===== src/rtl/ctrl_pkg.sv =====
// Shared definitions for the control lookup table and its runtime loader.
package ctrl_pkg;

  // Table geometry
  localparam int LUT_DEPTH = 64;
  localparam int LUT_WIDTH = 4;

  // Bit positions of the control fields inside one table entry
  localparam int WR_MEM  = 3;
  localparam int ALU_SRC = 2;
  localparam int BR_COND = 1;
  localparam int READ_ME = 0;

  // Loader sequencing states
  typedef enum logic [2:0] {
    ST_IDLE  = 3'd0,
    ST_LOAD  = 3'd1,
    ST_CHECK = 3'd2,
    ST_DONE  = 3'd3,
    ST_ERR   = 3'd4
  } loader_state_t;

endpackage


===== src/rtl/ctrl_lut_loader_ser_deser.sv =====
// Serial-to-parallel word assembler: collects WIDTH bits MSB first and
// flags the cycle in which the last bit of a word arrives. The completed
// word is presented combinationally alongside word_valid so the caller can
// register it on the same edge that accepts the final bit.
module ser_deser #(
  parameter int WIDTH = 4
) (
  input  logic             clk,
  input  logic             srst,
  input  logic             clear,
  input  logic             accept,
  input  logic             ser_valid,
  input  logic             ser_bit,
  output logic             word_valid,
  output logic [WIDTH-1:0] word
);

  localparam int CW = (WIDTH > 1) ? $clog2(WIDTH) : 1;

  logic [CW-1:0]    cnt_q, cnt_d;
  logic [WIDTH-1:0] shift_q, shift_d;
  logic             take;

  // Next bit count / shift contents and the completed-word view
  always_comb begin
    take       = accept && ser_valid;
    word       = (shift_q << 1) | WIDTH'(ser_bit);
    word_valid = take && (cnt_q == CW'(WIDTH - 1));
    cnt_d      = cnt_q;
    shift_d    = shift_q;
    if (clear) begin
      cnt_d   = '0;
      shift_d = '0;
    end else if (take) begin
      shift_d = word;
      cnt_d   = (cnt_q == CW'(WIDTH - 1)) ? '0 : cnt_q + CW'(1);
    end
  end

  // Bit counter and shift register
  always_ff @(posedge clk) begin
    if (srst) begin
      cnt_q   <= '0;
      shift_q <= '0;
    end else begin
      cnt_q   <= cnt_d;
      shift_q <= shift_d;
    end
  end

endmodule


===== src/rtl/ctrl_lut_loader.sv =====
// Runtime programmer for the control lookup table: assembles a bit-serial
// image into entries, writes them in address order, then verifies a
// trailing XOR checksum word.
module ctrl_lut_loader
  import ctrl_pkg::*;
#(
  parameter int DEPTH = LUT_DEPTH,
  parameter int WIDTH = LUT_WIDTH,
  parameter int AW    = $clog2(DEPTH)
) (
  input  logic             Clk,
  input  logic             Reset,
  input  logic             start,
  input  logic             ser_valid,
  input  logic             ser_bit,
  output logic             busy,
  output logic             done,
  output logic             error,
  output logic             lut_we,
  output logic [AW-1:0]    lut_waddr,
  output logic [WIDTH-1:0] lut_wdata
);

  loader_state_t    state_q, state_d;
  logic [AW-1:0]    entry_q, entry_d;
  logic [WIDTH-1:0] xor_q, xor_d;
  logic             busy_q, busy_d;
  logic             done_q, done_d;
  logic             error_q, error_d;
  logic             lut_we_q, lut_we_d;
  logic [AW-1:0]    lut_waddr_q, lut_waddr_d;
  logic [WIDTH-1:0] lut_wdata_q, lut_wdata_d;

  logic             accept;
  logic             word_valid;
  logic [WIDTH-1:0] word;

  // Serial bits are only consumed while loading entries or the checksum;
  // in every other state the assembler is held cleared.
  assign accept = (state_q == ST_LOAD) || (state_q == ST_CHECK);

  ser_deser #(
    .WIDTH (WIDTH)
  ) u_ser_deser (
    .clk        (Clk),
    .srst       (Reset),
    .clear      (!accept),
    .accept     (accept),
    .ser_valid  (ser_valid),
    .ser_bit    (ser_bit),
    .word_valid (word_valid),
    .word       (word)
  );

  // Sequencing, entry counting, checksum accumulation and output decode
  always_comb begin
    state_d     = state_q;
    entry_d     = entry_q;
    xor_d       = xor_q;
    busy_d      = busy_q;
    done_d      = done_q;
    error_d     = error_q;
    lut_we_d    = 1'b0;
    lut_waddr_d = lut_waddr_q;
    lut_wdata_d = lut_wdata_q;
    case (state_q)
      ST_IDLE, ST_DONE, ST_ERR: begin
        entry_d = '0;
        xor_d   = '0;
        if (start) begin
          state_d = ST_LOAD;
          busy_d  = 1'b1;
          done_d  = 1'b0;
          error_d = 1'b0;
        end
      end
      ST_LOAD: begin
        if (word_valid) begin
          lut_we_d    = 1'b1;
          lut_waddr_d = entry_q;
          lut_wdata_d = word;
          xor_d       = xor_q ^ word;
          // Wraps back to zero exactly as the last entry is taken
          entry_d     = entry_q + AW'(1);
          if (entry_q == AW'(DEPTH - 1)) begin
            state_d = ST_CHECK;
          end
        end
      end
      ST_CHECK: begin
        if (word_valid) begin
          busy_d = 1'b0;
          if (word == xor_q) begin
            state_d = ST_DONE;
            done_d  = 1'b1;
          end else begin
            state_d = ST_ERR;
            error_d = 1'b1;
          end
        end
      end
      default: begin
        state_d = ST_IDLE;
        busy_d  = 1'b0;
        done_d  = 1'b0;
        error_d = 1'b0;
      end
    endcase
  end

  // State and registered outputs
  always_ff @(posedge Clk) begin
    if (Reset) begin
      state_q     <= ST_IDLE;
      entry_q     <= '0;
      xor_q       <= '0;
      busy_q      <= 1'b0;
      done_q      <= 1'b0;
      error_q     <= 1'b0;
      lut_we_q    <= 1'b0;
      lut_waddr_q <= '0;
      lut_wdata_q <= '0;
    end else begin
      state_q     <= state_d;
      entry_q     <= entry_d;
      xor_q       <= xor_d;
      busy_q      <= busy_d;
      done_q      <= done_d;
      error_q     <= error_d;
      lut_we_q    <= lut_we_d;
      lut_waddr_q <= lut_waddr_d;
      lut_wdata_q <= lut_wdata_d;
    end
  end

  assign busy      = busy_q;
  assign done      = done_q;
  assign error     = error_q;
  assign lut_we    = lut_we_q;
  assign lut_waddr = lut_waddr_q;
  assign lut_wdata = lut_wdata_q;

endmodule

===== config.mk =====
export PLATFORM = sky130hd
export DESIGN_NAME = ctrl_lut_loader
export DESIGN_NICKNAME = d
export VERILOG_FILES = /design/src/rtl/ctrl_pkg.sv /design/src/rtl/ctrl_lut_loader_ser_deser.sv /design/src/rtl/ctrl_lut_loader.sv
export SDC_FILE = /design/constraint.sdc
export NUM_CORES = 1
export LEC_CHECK = 0
export CAP_MARGIN = 25
export CORE_ASPECT_RATIO = 1.1
export CORE_MARGIN = 3
export CORE_UTILIZATION = 48
export CTS_CLUSTER_SIZE = 28
export DETAILED_ROUTE_END_ITERATION = 12
export PLACE_DENSITY = 0.73
export SYNTH_ARGS = -nofsm -noshare
export SYNTH_HDL_FRONTEND = slang
export SYNTH_SLANG_ARGS = --single-unit

===== constraint.sdc =====
create_clock -name Clk -period 1.35 [get_ports Clk]
set_input_delay 0.2025 -clock Clk [delete_from_list [all_inputs] [get_ports Clk]]
set_output_delay 0.2025 -clock Clk [all_outputs]
set_load 0.02 [all_outputs]

# Word-level counts from Yosys, hierarchy flattened
# Cells that the tools add are included.
# W data, S select, Z words.
# word_totals
reg_bits	32
inputBits	5
out_inout_bits	14
elab_cells	66
# op_classes
n_addsub	2
eq_ne	13
bitwise	4
n_reduce_logical	14
mux	22
# ops
operator	n
$mux W3	5
$pmux W6 S2	1
$reduce_and A4 Y1	3
$pmux W1 S3	3
$pmux W3 S3	1
$mux W1	8
$ne A2 B1 Y1 const B	4
$pmux W4 S2	1
$add A6 B1 Y6 const B	1
$eq A3 B2 Y1 const B	2
$eq A6 B6 Y1 const B	1
$mux W6	1
$eq A4 B4 Y1	1
$mux W4	1
$ne A2 B2 Y1 const B	2
$or A4 B1 Y4	1
$reduce_and A2 Y1	2
$reduce_or A2 Y1	2
$xor A4 B4 Y4	1
$eq A3 B1 Y1 const B	1
$eq A3 B3 Y1 const B	1
$logic_not A3 Y1	1
$reduce_and A3 Y1	1
$reduce_or A3 Y1	1
other kinds (7)	9

# Depth between registers and ports, before layout
# depth
depth_word	6
mapped_depth	6
ltp_nobuf	5

# Hierarchy
# A second synthesis with hierarchy kept.
# unflattened
cells_unflattened	181
hier_area_um2	1567.8
# by_module_without_submodules
mod	instances	area_per_inst_um2	cells_each
ctrl_lut_loader	1	1308.8	155
ser_deser	1	259.0	26

# Worst setup path before layout
# No wires, ideal clock.
# synth_timing
path_kind	register to register
from	reg state_q[0]
to	reg error_q (netlist: error)
required_ns	1.271
path_slack_ns	-0.146
setup_ns	0.079
period_less_slack_ns	1.496
path_stages_with_launch	6
arrival_time_ns	1.417
path_cell_list	dfxtp_1 buf_6 or3b_1 buf_2 or4_1 o211ai_1
# synth_via
elab_chain_len	6
word_cells_on_any_way	15
classes_between	7 x eq/ne; 1 x mux; 1 x bitwise; 6 x reduce/logical
# synth_rtl
element	line_no	source
from (decl)	ctrl_lut_loader.sv:24	loader_state_t state_q, state_d;
from (signal assigned)	ctrl_lut_loader.sv:124	state_q <= state_d;
$eq A3 B1 Y1 or $eq A3 B2 Y1 (tied branches)	ctrl_lut_loader.sv:40, ctrl_lut_loader.sv:66	
$logic_or A1 B1 Y1	ctrl_lut_loader.sv:40	assign accept = (state_q == ST_LOAD) || (state_q == ST_CHECK);
$logic_and A1 B1 Y1	ctrl_lut_loader_ser_deser.sv:26	take = accept && ser_valid;
$logic_and A1 B1 Y1	ctrl_lut_loader_ser_deser.sv:28	word_valid = take && (cnt_q == CW'(WIDTH - 1));
$ne A2 B1 Y1 (no source line)	n/a	
$reduce_and A4 Y1 (no source line)	n/a	
to (signal assigned)	ctrl_lut_loader.sv:129	error_q <= error_d;
to (decl)	ctrl_lut_loader.sv:29	logic error_q, error_d;
# Several ways; a longest one is shown, not always the timed one.
# A chain may end at the register's enable or synchronous reset.

# Worst setup path after layout
# layout_timing
from	reg state_q[1]
to	reg lut_waddr_q[2] (netlist: lut_waddr[2])
# layout_via
elab_chain_len	5
word_cells_on_any_way	6
classes_between	2 x eq/ne; 4 x reduce/logical
# layout_rtl
element	line_no	source
$eq A3 B1 Y1 or $eq A3 B2 Y1 (tied branches)	ctrl_lut_loader.sv:40, ctrl_lut_loader.sv:66	
$logic_or A1 B1 Y1	ctrl_lut_loader.sv:40	
$logic_and A1 B1 Y1	ctrl_lut_loader_ser_deser.sv:26	
$logic_and A1 B1 Y1	ctrl_lut_loader_ser_deser.sv:28	
$reduce_and A2 Y1 (no source line) *	n/a	
to (signal assigned)	ctrl_lut_loader.sv:131	lut_waddr_q <= lut_waddr_d;
to (decl)	ctrl_lut_loader.sv:31	logic [AW-1:0] lut_waddr_q, lut_waddr_d;
# Mark *: on every way between the ends. The rest lies on a longest branch, timed or not.

==> results.cfg <==
[power]
power_frac_seq_pct = 37.1
swShare_pct = 31.1
power.leakage_nw = 1.05
switchingPower_w = 0.000855
pwr-share-comb_pct = 31.7
power_density_mw_per_mm2 = 1180
p_clk_share_pct = 31.2
internal-power_w = 0.00189
ir_drop_v = 0.00116

[layout]
area_growth_pct = 55.7
final_area_mm2 = 0.00233
n_antenna_cell = 0
finalNetCount = 246
drive_gt1_share_pct = 45.0
fill_cells = 167

[critical_path]
crit_fanout = 5
rr_worst_depth = 6
rrSetupSlack_ps = -130
path_class = flop to flop
reg2reg_from = state_q[1]
cp.arrival_ps = 1770
worstPathRequired_ps = 1650
start_kind = flop
cp-end-kind = flop
r2r_end = lut_waddr[2]

[global_routing]
grt_pass1_vias = 1481
grt-ovfl-total = 0
grt_max_degree = 19
track_usage_pct = 22.4
antenna_found_initial = 0
grt_pass1_wl_um = 6570

[timing]
rsz0062_at_grt = true
fmax_ghz = 0.677
hold_slack_ps = 290
skew_ps = 21.0
tns_ps = -1280
finalHoldViolations = 0
fin_ws_ps = -127
slew_violations = 0
tightest_slew_ps = 314
final.min_clock_period_ps = 1480
max_slew_margin_pct = 78.9
finalCritPeriodShare_pct = 109
setup_viol = 23

[routing]
drt_iter0_markers = 74
viasPerCell = 5.92
drtPass1Iterations = 4
avgRoutedWirePerCell_um = 16.7
drt_wl_total_um = 4560
drc = 0
num_vias = 1616
ant_nets = 0

[cts]
cts_tree = done
h-tree-depth = 2
cts-root-buf = clkbuf_4
clk_pin_slew_ps = 120
numCtsBuffers = 5
hold_buffers = 0
cts_sinks = 32
clockBufferDepth = 2
clock_latency_ps = 360

[run]
maxCapViolCount = 0

[status]
status = complete, but fails checks
violations = setup timing

[yosys]
synth_top_area_share_pct = 42.7
async_flop_share_pct = 0
synth.area.top_cells = dfxtp_1 43%, a21oi_1 8.0%, nand2_1 6.3%
syn_inst = 184
avgSynthCellArea_um2 = 8.15
synth_edf_count = 0
synth_common_cells = 32 x dfxtp_1, 25 x nand2_1, 24 x a21oi_1
netlist_area_mm2 = 0.00150
ys_seq_area_share_pct = 42.7
synth_ff_type = dfxtp_1
synth_cell_types = 39
ys_ff_latch = 32
ys.warnings.count = 0
yosys.area.top_type = dfxtp_1
syn_nets = 191
synth.most_common_cell = dfxtp_1

[die]
die_area_mm2 = 0.00383
core-area_mm2 = 0.00288
rows = 20
die_h_um = 64.6
die_w_um = 59.3
io_pins = 19
start_util_pct = 52.1

[placed_design]
gp_congestion = 0.874
placed_cell_area_mm2 = 0.00198
dp_slack_ps = -368
dp_hpwl_um = 2700
portBuffers = 18

[hold_path]
worstHoldEndpoint = u_ser_deser.shift_q[0]
min-delay-start = ser_bit
worstHoldPathCells = 4
hp-class = input port to flop
## registers in the layout, summed over array words and instances, names as in the netlist
register / cells
error: 1
lut_waddr: 6
lut_we: 1
u_ser_deser.cnt_q: 2
xor_q: 4
busy: 1
entry_q: 6
lut_wdata: 4
state_q: 3
u_ser_deser.shift_q: 3
done: 1
## cell type report
| class | instances | area (um2) | area share (%) |
|---|---|---|---|
| Clock buffer | 7 | 65.1 | 2.79 |
| Multi-Input combinational cell | 139 | 1010 | 43.2 |
| Clock inverter | 1 | 30.0 | 1.29 |
| Inverter | 1 | 3.75 | 0.161 |
| Sequential cell | 32 | 658 | 28.2 |
| Timing Repair Buffer | 60 | 528 | 22.6 |
| Tap cell | 33 | 41.3 | 1.77 |
## layout by cell type, fill, tap and decap left out, types with 6 or more instances in the layout
master / n
a21oi_1: 13
dfxtp_1: 20
a21oi_2: 10
dlygate4sd2_1: 14
nand2_1: 17
buf_4: 35
nor2_1: 19
dfxtp_2: 11
nand2_4: 6
## power by group through the flow
stage	Combinational [W]	Sequential (W)	Clock (W)
2_1_floorplan	0.000454	0.00104	0
3_3_place_gp	0.000712	0.00103	0
3_5_place_dp	0.000736	0.00103	0
4_1_cts	0.000753	0.00102	0.000852
5_1_grt	0.000938	0.00103	0.000913
6_report	0.000872	0.00102	0.000857
## worst max path at each step
stage | startpoint | endpoint | slack (ps) | cells past startpoint
after floorplan | state_q[0] | error | -140 | 5
after global placement | ser_bit | state_q[0] | -320 | 6
after detailed placement | ser_bit | state_q[0] | -370 | 6
after CTS | xor_q[0] | state_q[0] | -70 | 5
after global routing | entry_q[0] | state_q[1] | -220 | 5
final | state_q[1] | lut_waddr[2] | -130 | 6
## critical path, stage by stage, from the launching register on
cell and delay, ps:
dfxtp_2 350, or3b_4 440, nor2_4 190, buf_6 130
buf_8 120, nand2_1 60, a21oi_1 140
## per-stage QoR
| stage | util, % | total power, W | instances |
|---|---|---|---|
| after global placement | 68.9 | 0.00174 | 260 |
| final | 81.1 | 0.00275 | 273 |
| after CTS | 74.4 | 0.00262 | 268 |
| after floorplan | - | 0.00150 | 184 |
| after detailed placement | 68.9 | 0.00177 | 260 |
| after global routing | 81.1 | 0.00288 | 273 |
## routing by layer
layer  global-route usage, %  wire length (um)
met3                    5.98               217
met4                    9.35               162
met1                    27.8              1870
met2                    35.9              2310
met5                       0                 0
## timing repair
item | CTS | global route
resized for setup | 42 | 43
pin swaps | 9 | 24
setup endpoints to repair | 38 | 29
cloned | 0 | 1
setup buffers | 0 | 4
## kinds of logic (layout without fill, tap and decap cells)
logic type,count (synthesis),count (layout),share of synthesized area (%)
and+or+nand+nor,77,77,24.9
AOI/OAI and AO/OA,50,51,20.5
DFF,32,32,42.7
buffers and inverters,14,69,4.51
muxes,5,5,3.34
xor gates and xnor gates,4,4,2.34
adders and majority gates,2,2,1.67
Note: power is estimated with default switching activity, not from simulation.
